`src/rtl/imm_decode_stage.sv`:
```
// RV32I immediate-decode stage: classifies the instruction format, builds the
// sign-extended immediate and queues {imm, type, instr, pc} in a 2-entry buffer.
module imm_decode_stage #(
    parameter int PC_W = 32
) (
    input  logic            clk,
    input  logic            rst_n,
    input  logic            flush,
    input  logic            in_valid,
    output logic            in_ready,
    input  logic [31:0]     in_instr,
    input  logic [PC_W-1:0] in_pc,
    output logic            out_valid,
    input  logic            out_ready,
    output logic [31:0]     out_imm,
    output logic [2:0]      out_type,
    output logic [31:0]     out_instr,
    output logic [PC_W-1:0] out_pc
);

    typedef enum logic [2:0] {
        FMT_R   = 3'd0,
        FMT_I   = 3'd1,
        FMT_S   = 3'd2,
        FMT_B   = 3'd3,
        FMT_U   = 3'd4,
        FMT_J   = 3'd5,
        FMT_ILL = 3'd7
    } fmt_e;

    typedef struct packed {
        logic [31:0]     imm;
        fmt_e            kind;
        logic [31:0]     instr;
        logic [PC_W-1:0] pc;
    } entry_t;

    entry_t     mem [2];
    entry_t     head_q;
    entry_t     dec;
    logic       head, tail, head_nxt, tail_nxt;
    logic [1:0] count, count_nxt;
    logic       push, pop;

    always_comb begin
        dec       = '0;
        dec.instr = in_instr;
        dec.pc    = in_pc;
        dec.kind  = FMT_ILL;
        case (in_instr[6:0])
            7'b0010011: begin
                dec.kind = FMT_I;
                // Shift-immediates carry only a 5-bit unsigned shamt
                if (in_instr[14:12] == 3'b001 || in_instr[14:12] == 3'b101)
                    dec.imm = {27'b0, in_instr[24:20]};
                else
                    dec.imm = {{20{in_instr[31]}}, in_instr[31:20]};
            end
            7'b0000011, 7'b1100111, 7'b1110011: begin
                dec.kind = FMT_I;
                dec.imm  = {{20{in_instr[31]}}, in_instr[31:20]};
            end
            7'b0100011: begin
                dec.kind = FMT_S;
                dec.imm  = {{20{in_instr[31]}}, in_instr[31:25], in_instr[11:7]};
            end
            7'b1100011: begin
                dec.kind = FMT_B;
                dec.imm  = {{19{in_instr[31]}}, in_instr[31], in_instr[7],
                            in_instr[30:25], in_instr[11:8], 1'b0};
            end
            7'b0110111, 7'b0010111: begin
                dec.kind = FMT_U;
                dec.imm  = {in_instr[31:12], 12'b0};
            end
            7'b1101111: begin
                dec.kind = FMT_J;
                dec.imm  = {{11{in_instr[31]}}, in_instr[31], in_instr[19:12],
                            in_instr[20], in_instr[30:21], 1'b0};
            end
            7'b0110011: dec.kind = FMT_R;
            default:    dec.kind = FMT_ILL;
        endcase
    end

    assign in_ready  = (count != 2'd2);
    assign out_valid = (count != 2'd0);

    always_comb begin
        push      = in_valid && in_ready && !flush;
        pop       = out_valid && out_ready && !flush;
        head_nxt  = pop ? ~head : head;
        tail_nxt  = push ? ~tail : tail;
        count_nxt = count + {1'b0, push} - {1'b0, pop};
        if (flush) begin
            head_nxt  = 1'b0;
            tail_nxt  = 1'b0;
            count_nxt = 2'd0;
        end
    end

    // head_q mirrors the entry at the next head so outputs come straight from flops;
    // it holds its value when the buffer drains or is flushed.
    always_ff @(posedge clk or negedge rst_n) begin
        if (!rst_n) begin
            mem[0] <= '0;
            mem[1] <= '0;
            head_q <= '0;
            head   <= 1'b0;
            tail   <= 1'b0;
            count  <= 2'd0;
        end else begin
            if (push)
                mem[tail] <= dec;
            if (count_nxt != 2'd0) begin
                if (push && tail == head_nxt)
                    head_q <= dec;
                else
                    head_q <= mem[head_nxt];
            end
            head  <= head_nxt;
            tail  <= tail_nxt;
            count <= count_nxt;
        end
    end

    assign out_imm   = head_q.imm;
    assign out_type  = head_q.kind;
    assign out_instr = head_q.instr;
    assign out_pc    = head_q.pc;

endmodule

```
`config.mk`:
```
export PLATFORM = sky130hd
export DESIGN_NAME = imm_decode_stage
export DESIGN_NICKNAME = d
export VERILOG_FILES = /design/src/rtl/imm_decode_stage.sv
export SDC_FILE = /design/constraint.sdc
export NUM_CORES = 1
export LEC_CHECK = 0
export ABC_AREA = 1
export BUFFER_PORTS_ARGS = -buffer_cell sky130_fd_sc_hd__buf_2
export CORE_ASPECT_RATIO = 1.1
export CORE_MARGIN = 2
export CORE_UTILIZATION = 40
export DETAILED_ROUTE_END_ITERATION = 16
export MAX_ROUTING_LAYER = met4
export PLACE_DENSITY = 0.57
export SYNTH_ARGS = -nofsm -noshare
export SYNTH_HDL_FRONTEND = slang
export SYNTH_SLANG_ARGS = --single-unit
```
`constraint.sdc`:
```
create_clock -name clk -period 2.2 [get_ports clk]
set_input_delay 0.11 -clock clk [delete_from_list [all_inputs] [get_ports clk]]
set_output_delay 0.11 -clock clk [all_outputs]
set_load 0.02 [all_outputs]
```
==> summary.txt, run 1 <==
Detailed routing
  • Vias post-DR: 12960
  • Initial DRC Count: 1124
  • Routed len/inst: 15.82 um
  • Via/cell ratio: 4.932
  • Detailed Routing Iterations Pass 1: 5
  • Antenna Violating Nets Remaining: 0
  • Final WL: 41560 um
  • Drc violations: 0

Global route
  • Tot GR Track Use: 22.92%
  • Initial antenna violation count: 0
  • First-pass GRT wire length: 66960 um
  • Pin count of the biggest net entering global routing: 97
  • Number of global-route vias before repair: 12540
  • Remaining Overflow, GRT: 0

Floorplan
  • Rows: 73
  • Die H: 203.4 um
  • Starting Density: 40.26%
  • Ports: 170
  • Die Wd: 185.2 um
  • Core Region: 0.03590 sq mm
  • Die footprint: 0.03767 sq mm

Status
  • Status: finished, final reports clean

Yosys
  • Cell taking the most area after synthesis: dfrtp_1
  • Synth top cells by count: 770 x nand2_1, 301 x dfrtp_1, 205 x inv_1
  • Largest family of logic cells by synthesized area: simple AND/OR/NAND/NOR gates
  • Ys Warns: 0
  • Ys flop type: dfrtp_1
  • Post-synthesis mux area share: 0%
  • Mapped Cells: 1904
  • Post-Synth Adder-Cell Area: 0.1731%
  • Post-Syn Nets: 1975
  • Synthesized area per cell: 7.591 sq um
  • Share of the synthesized area in the top cell type: 52.12%
  • Complex-gate fraction of the synthesized area: 10.32%
  • Post-synth ARST share: 100.0%
  • Largest cells by area after synthesis: dfrtp_1 52%, nand2_1 20%, o21ai_0 7.0%
  • Cell area after synthesis: 0.01445 sq mm
  • Cell variety after synth: 25
  • Simple-Gate Fraction of Synth Area: 27.30%
  • Register area share after synthesis: 52.12%
  • Most frequent cell after synthesis: nand2_1
  • XOR/XNOR share of the synthesized area: 0.1212%
  • Post-synth EDFFs: 0
  • Synth Register Bits: 301

Final layout
  • Final net count: 2189
  • Final core utilization: 50.03%
  • Share of post-route cells with drive strength above 1: 14.11%
  • Ant. Diodes: 0
  • Layout area overhead: 24.25%

CTS
  • Clock Sink Count: 301
  • Clock transition at path regs: 0.06 ns
  • Worst-Skew Late Latency: 0.52 ns
  • CTS root buf: clkbuf_16
  • CTS Buf Count: 34
  • CTS tree: built
  • Longest Clk Path Bufs: 3
  • CTS HTree Levels: 2

Timing
  • Final setup violating endpoints: 0
  • Slew Viols, Final: 0
  • Final hold vios: 0
  • Fmax: 0.4764 GHz
  • Slew margin rel.: 62.74%
  • Minimum clock period: 2.099 ns
  • Clk_skew: 0.01527 ns
  • Actual slew at the worst max-slew pin: 0.5588 ns
  • Tcrit/Tclk final: 95.41%

Critical path
  • CP Data Required Time: 2.61 ns
  • Critical Path Source Type: flop
  • Critical path arrival: 2.51 ns
  • Setup CP Type: flop to flop
  • CP max FO: 9
  • Crit. End Element: flop
  • R2r setup slk: 0.10 ns

Power
  • P per Cell Area: 1158 mW/mm^2
  • Psw: 7.558 mW
  • Worst VDD drop: 0.0005225 V
  • Register share of total power: 39.4%
  • Comb power frac: 33.4%
  • Clk pwr share: 27.2%
  • Sw Ratio: 36.35%
  • P_int: 13.23 mW
  • Tot Pwr: 20.79 mW
  • Pleak: 9.562 nW

Placed design
  • GP Congestion: 0.8345
  • Port buffer count: 169
  • Dpl hpwl: 26370 um

Min path
  • Hold Crit Class: primary input to flop

Job
  • Number of max-cap violations: 0
## power by group through the flow
| stage | Sequential, mW | Combinational (mW) | Clock [mW] |
|---|---|---|---|
| after CTS | 8.19 | 6.84 | 5.81 |
| after floorplan | 9.11 | 3.32 | 0 |
| final | 8.18 | 6.95 | 5.66 |
| after detailed placement | 8.26 | 6.72 | 0 |
| after global routing | 8.38 | 7.82 | 6.03 |
| after global placement | 8.25 | 6.61 | 0 |
## logic make-up after synthesis
kind of cell,Yosys count
buf+inv,327
xor+xnor,2
compound gates,298
simple gates,974
fa+ha+maj,2
flops,301
## path summary, 6_finish.rpt
path | startpoint | to | depth (start not counted)
worst max register to register | count[1] | out_instr[19] | 16
min in group asynchronous | rst_n | out_pc[10] | 2
worst max-delay path | count[1] | out_instr[19] | 16
worst min register to register | out_pc[10] | out_pc[10] | 2
max in group asynchronous | rst_n | mem[58] | 3
worst min-delay path | in_instr[22] | out_imm[2] | 5
## per-stage QoR
stage	cells	instance area (sq um)	setup TNS (ns)	hold WS, ns	worst slack, ns
after floorplan	1904	14450	0	-0.1856	0.004577
after global placement	2497	16060	0	0.1242	0.08796
after detailed placement	2497	16060	0	0.1238	0.04538
after CTS	2621	17820	0	0.02506	0.01059
after global routing	2628	17960	-0.001233	0.03347	-0.001233
final	2628	17960	0	0.03367	0.1010
## area by class of cell
| type | count | area [sq um] |
|---|---|---|
| Clock buffer | 50 | 991.0 |
| Tap cell | 487 | 609.3 |
| Fill cell | 3544 | 17940 |
| Clock inverter | 9 | 113.9 |
| Multi-Input combinational cell | 1276 | 5527 |
| Timing Repair Buffer | 296 | 2386 |
| Sequential cell | 301 | 7533 |
| Inverter | 209 | 797.0 |
## registers in the layout, summed over array words and instances, names as in the netlist
register,flops
out_instr,32
out_pc,32
out_imm,32
head,1
out_type,3
mem,198
tail,1
count,2
## metal layers
| layer | GRT usage (%) | part of all wire (%) |
|---|---|---|
| met1 | 31.72 | 47 |
| met2 | 35.17 | 46 |
| met3 | 3.250 | 5.1 |
| met4 | 6.661 | 2.5 |
| met5 | - | 0 |
## worst max-delay path: stages (launching register included)
cell and delay [ns]:
dfrtp_2 0.42, inv_2 0.07, nand2_4 0.05, nand2_4 0.05, nor2_1 0.04, ha_1 0.26, inv_1 0.06, ha_1 0.15
inv_1 0.04, nand2_1 0.07, nand3_2 0.09, nand2_4 0.14, inv_8 0.07, buf_12 0.15, buf_4 0.17, nand2_1 0.07
nand2_1 0.06
## what timing repair did
| item | CTS | global route |
|---|---|---|
| hold buffers | 65 | 0 |
| setup buffers | 0 | 4 |
| hold endpoints to repair | 243 | 0 |
| gates resized for setup | 0 | 10 |
| setup endpoints to repair | 0 | 95 |
## cell usage in the layout, fill, tap and decap left out, drive strengths merged
| cell | count |
|---|---|
| bufinv | 2 |
| xnor2 | 1 |
| dlygate4sd3 | 65 |
| clkinv | 6 |
| clkbuf | 53 |
| o21ai | 256 |
| inv | 210 |
| a21oi | 42 |
| nand2 | 775 |
| buf | 228 |
| nand3 | 115 |
| dfrtp | 301 |
| xor2 | 1 |
| ha | 2 |
| nor2 | 47 |
| nand4 | 37 |
Note: power is estimated with default switching activity, not from simulation.
==> inputs of run 2 (changes only) <==
Settings changed: CORE_UTILIZATION 40 to 30, PLACE_DENSITY 0.57 to unset, PLACE_DENSITY_LB_ADDON set to 0.2.
==> summary.txt, run 2 (synthesized netlist as in run 1, its figures left out) <==
Global route
  • Initial antenna violation count: 4
  • Tot GR Track Use: 19.14%
  • First-pass GRT wire length: 72430 um
  • Number of global-route vias before repair: 12470
  • Pin count of the biggest net entering global routing: 81
  • Remaining Overflow, GRT: 0

Final layout
  • FILL cells: 5015
  • Multi-input logic area: 0.005533 sq mm
  • Top reg by flops: mem
  • Most common cell after layout, fill and taps aside: nand2_1
  • Final core utilization: 38.22%
  • Commonest non-fill, non-tap cells in the layout: 768 x nand2_1, 301 x dfrtp_1, 203 x inv_1, 202 x o21ai_0, 168 x buf_2
  • FF+latch area: 0.007532 sq mm
  • Final net count: 2199
  • Largest register FFs: 198
  • Layout area overhead: 26.17%
  • Final instance area: 0.01824 sq mm
  • Fin cells: 2802
  • Share of post-route cells with drive strength above 1: 14.54%

Detailed routing
  • Antenna Violating Nets Remaining: 0
  • Drc violations: 0
  • Detailed Routing Iterations Pass 1: 7
  • Via/cell ratio: 4.638
  • Vias post-DR: 13000
  • Final WL: 45660 um
  • Initial DRC Count: 952
  • Routed len/inst: 16.30 um

CTS
  • CTS Buf Count: 37
  • Longest Clk Path Bufs: 3
  • Clock Sink Count: 301
  • Clock transition at path regs: 0.06 ns
  • CTS HTree Levels: 2
  • CTS root buf: clkbuf_16
  • CTS tree: built
  • Worst-Skew Late Latency: 0.54 ns

Floorplan
  • Rows: 84
  • Die H: 234.2 um
  • Die Wd: 213.3 um
  • Ports: 170
  • Die footprint: 0.04995 sq mm
  • Starting Density: 30.29%
  • Core Region: 0.04772 sq mm

Critical path
  • Critical path arrival: 2.56 ns
  • CP max FO: 14
  • Crit. End Element: flop
  • Setup CP Type: flop to flop
  • Worst r2r path cells: 14
  • Critical Path Source Type: flop
  • CP Data Required Time: 2.63 ns

Timing
  • Clk_skew: 0.01336 ns
  • Slew Viols, Final: 0
  • Actual slew at the worst max-slew pin: 0.6473 ns
  • Setup_tns: 0 ns
  • Minimum clock period: 2.136 ns
  • Final setup violating endpoints: 0
  • Slew margin rel.: 56.84%
  • RSZ-0062 raised after global routing: true
  • Final hold vios: 0
  • Fmax: 0.4682 GHz
  • Tcrit/Tclk final: 97.08%

Placed design
  • Dpl hpwl: 28910 um
  • GP Congestion: 0.8313
  • Port buffer count: 169
  • Area after DPL: 0.01627 sq mm
  • Placed insts: 2664

Status
  • Status: finished, final reports clean

Power
  • Pleak: 9.603 nW
  • Worst VDD drop: 0.0004615 V
  • P per Cell Area: 1162 mW/mm^2
  • Tot Pwr: 21.19 mW

Job
  • Number of max-cap violations: 0

Min path
  • Hold Crit Class: primary input to asynchronous set/reset pin
==> run 2: what timing repair did <==
| item | CTS | global route |
|---|---|---|
| gates resized for setup | 3 | 10 |
| endpoints found under the hold margin | 279 | 0 |
| hold buffers | 66 | 0 |
| pin swaps | 0 | 2 |
| setup buffers | 0 | 2 |
| cloned | 0 | 2 |
| endpoints found under the setup margin | 34 | 99 |
==> run 2: final cells by class <==
cell class	instances	area share (%)
sequential	301	41.31
clock inverter	11	0.5970
tap	645	4.426
clock buffer	53	5.915
timing repair buffer	303	12.99
antenna	4	0.05489
inverter	209	4.371
multi-input combinational	1276	30.34
==> run 2: per-layer routing <==
metal	wire, um	share of wire [%]	global-route usage, %	vias up
li1	-	-	-	6413
met1	21480	47	26.26	6222
met2	20810	46	29.05	313
met3	2663	5.8	4.125	47
met4	701	1.5	4.123	0
met5	0	0	-	-
==> run 2: power by group <==
| group | internal [mW] | switching (mW) | total (mW) |
|---|---|---|---|
| Combinational | 2.45 | 4.45 | 6.89 |
| Clock | 3.64 | 2.40 | 6.04 |
| Sequential | 7.32 | 0.936 | 8.26 |
==> run 2: final timing paths <==
kind	start	end	slack, ns
hold / removal	rst_n	out_pc[11]	0.13
max in group asynchronous	rst_n	mem[94]	1.31
setup / recovery	count[1]	out_imm[18]	0.06
min in group clk	flush	tail	0.28
hold reg to reg	out_instr[4]	out_instr[4]	0.48
setup reg to reg	count[1]	out_imm[18]	0.06
==> run 2: critical path: stages (launching register included) <==
cell     delay, ns
dfrtp_1       0.41
inv_2         0.08
nand2_4       0.05
nand2_4       0.05
nor2_1        0.04
ha_1          0.26
inv_1         0.04
ha_2          0.30
nand2_1       0.10
nand2_4       0.16
inv_8         0.08
buf_12        0.15
buf_4         0.16
nand2_1       0.06
nand2_1       0.05
==> run 2: metrics by stage <==
stage / setup slack [ns] / hold WS, ns
3_5_place_dp: -0.02417 / 0.1477
4_1_cts: -0.003671 / 0.1418
5_1_grt: -0.05974 / 0.1603
3_3_place_gp: 0.02289 / 0.1488
2_1_floorplan: 0.004577 / -0.1856
6_report: 0.06431 / 0.1266
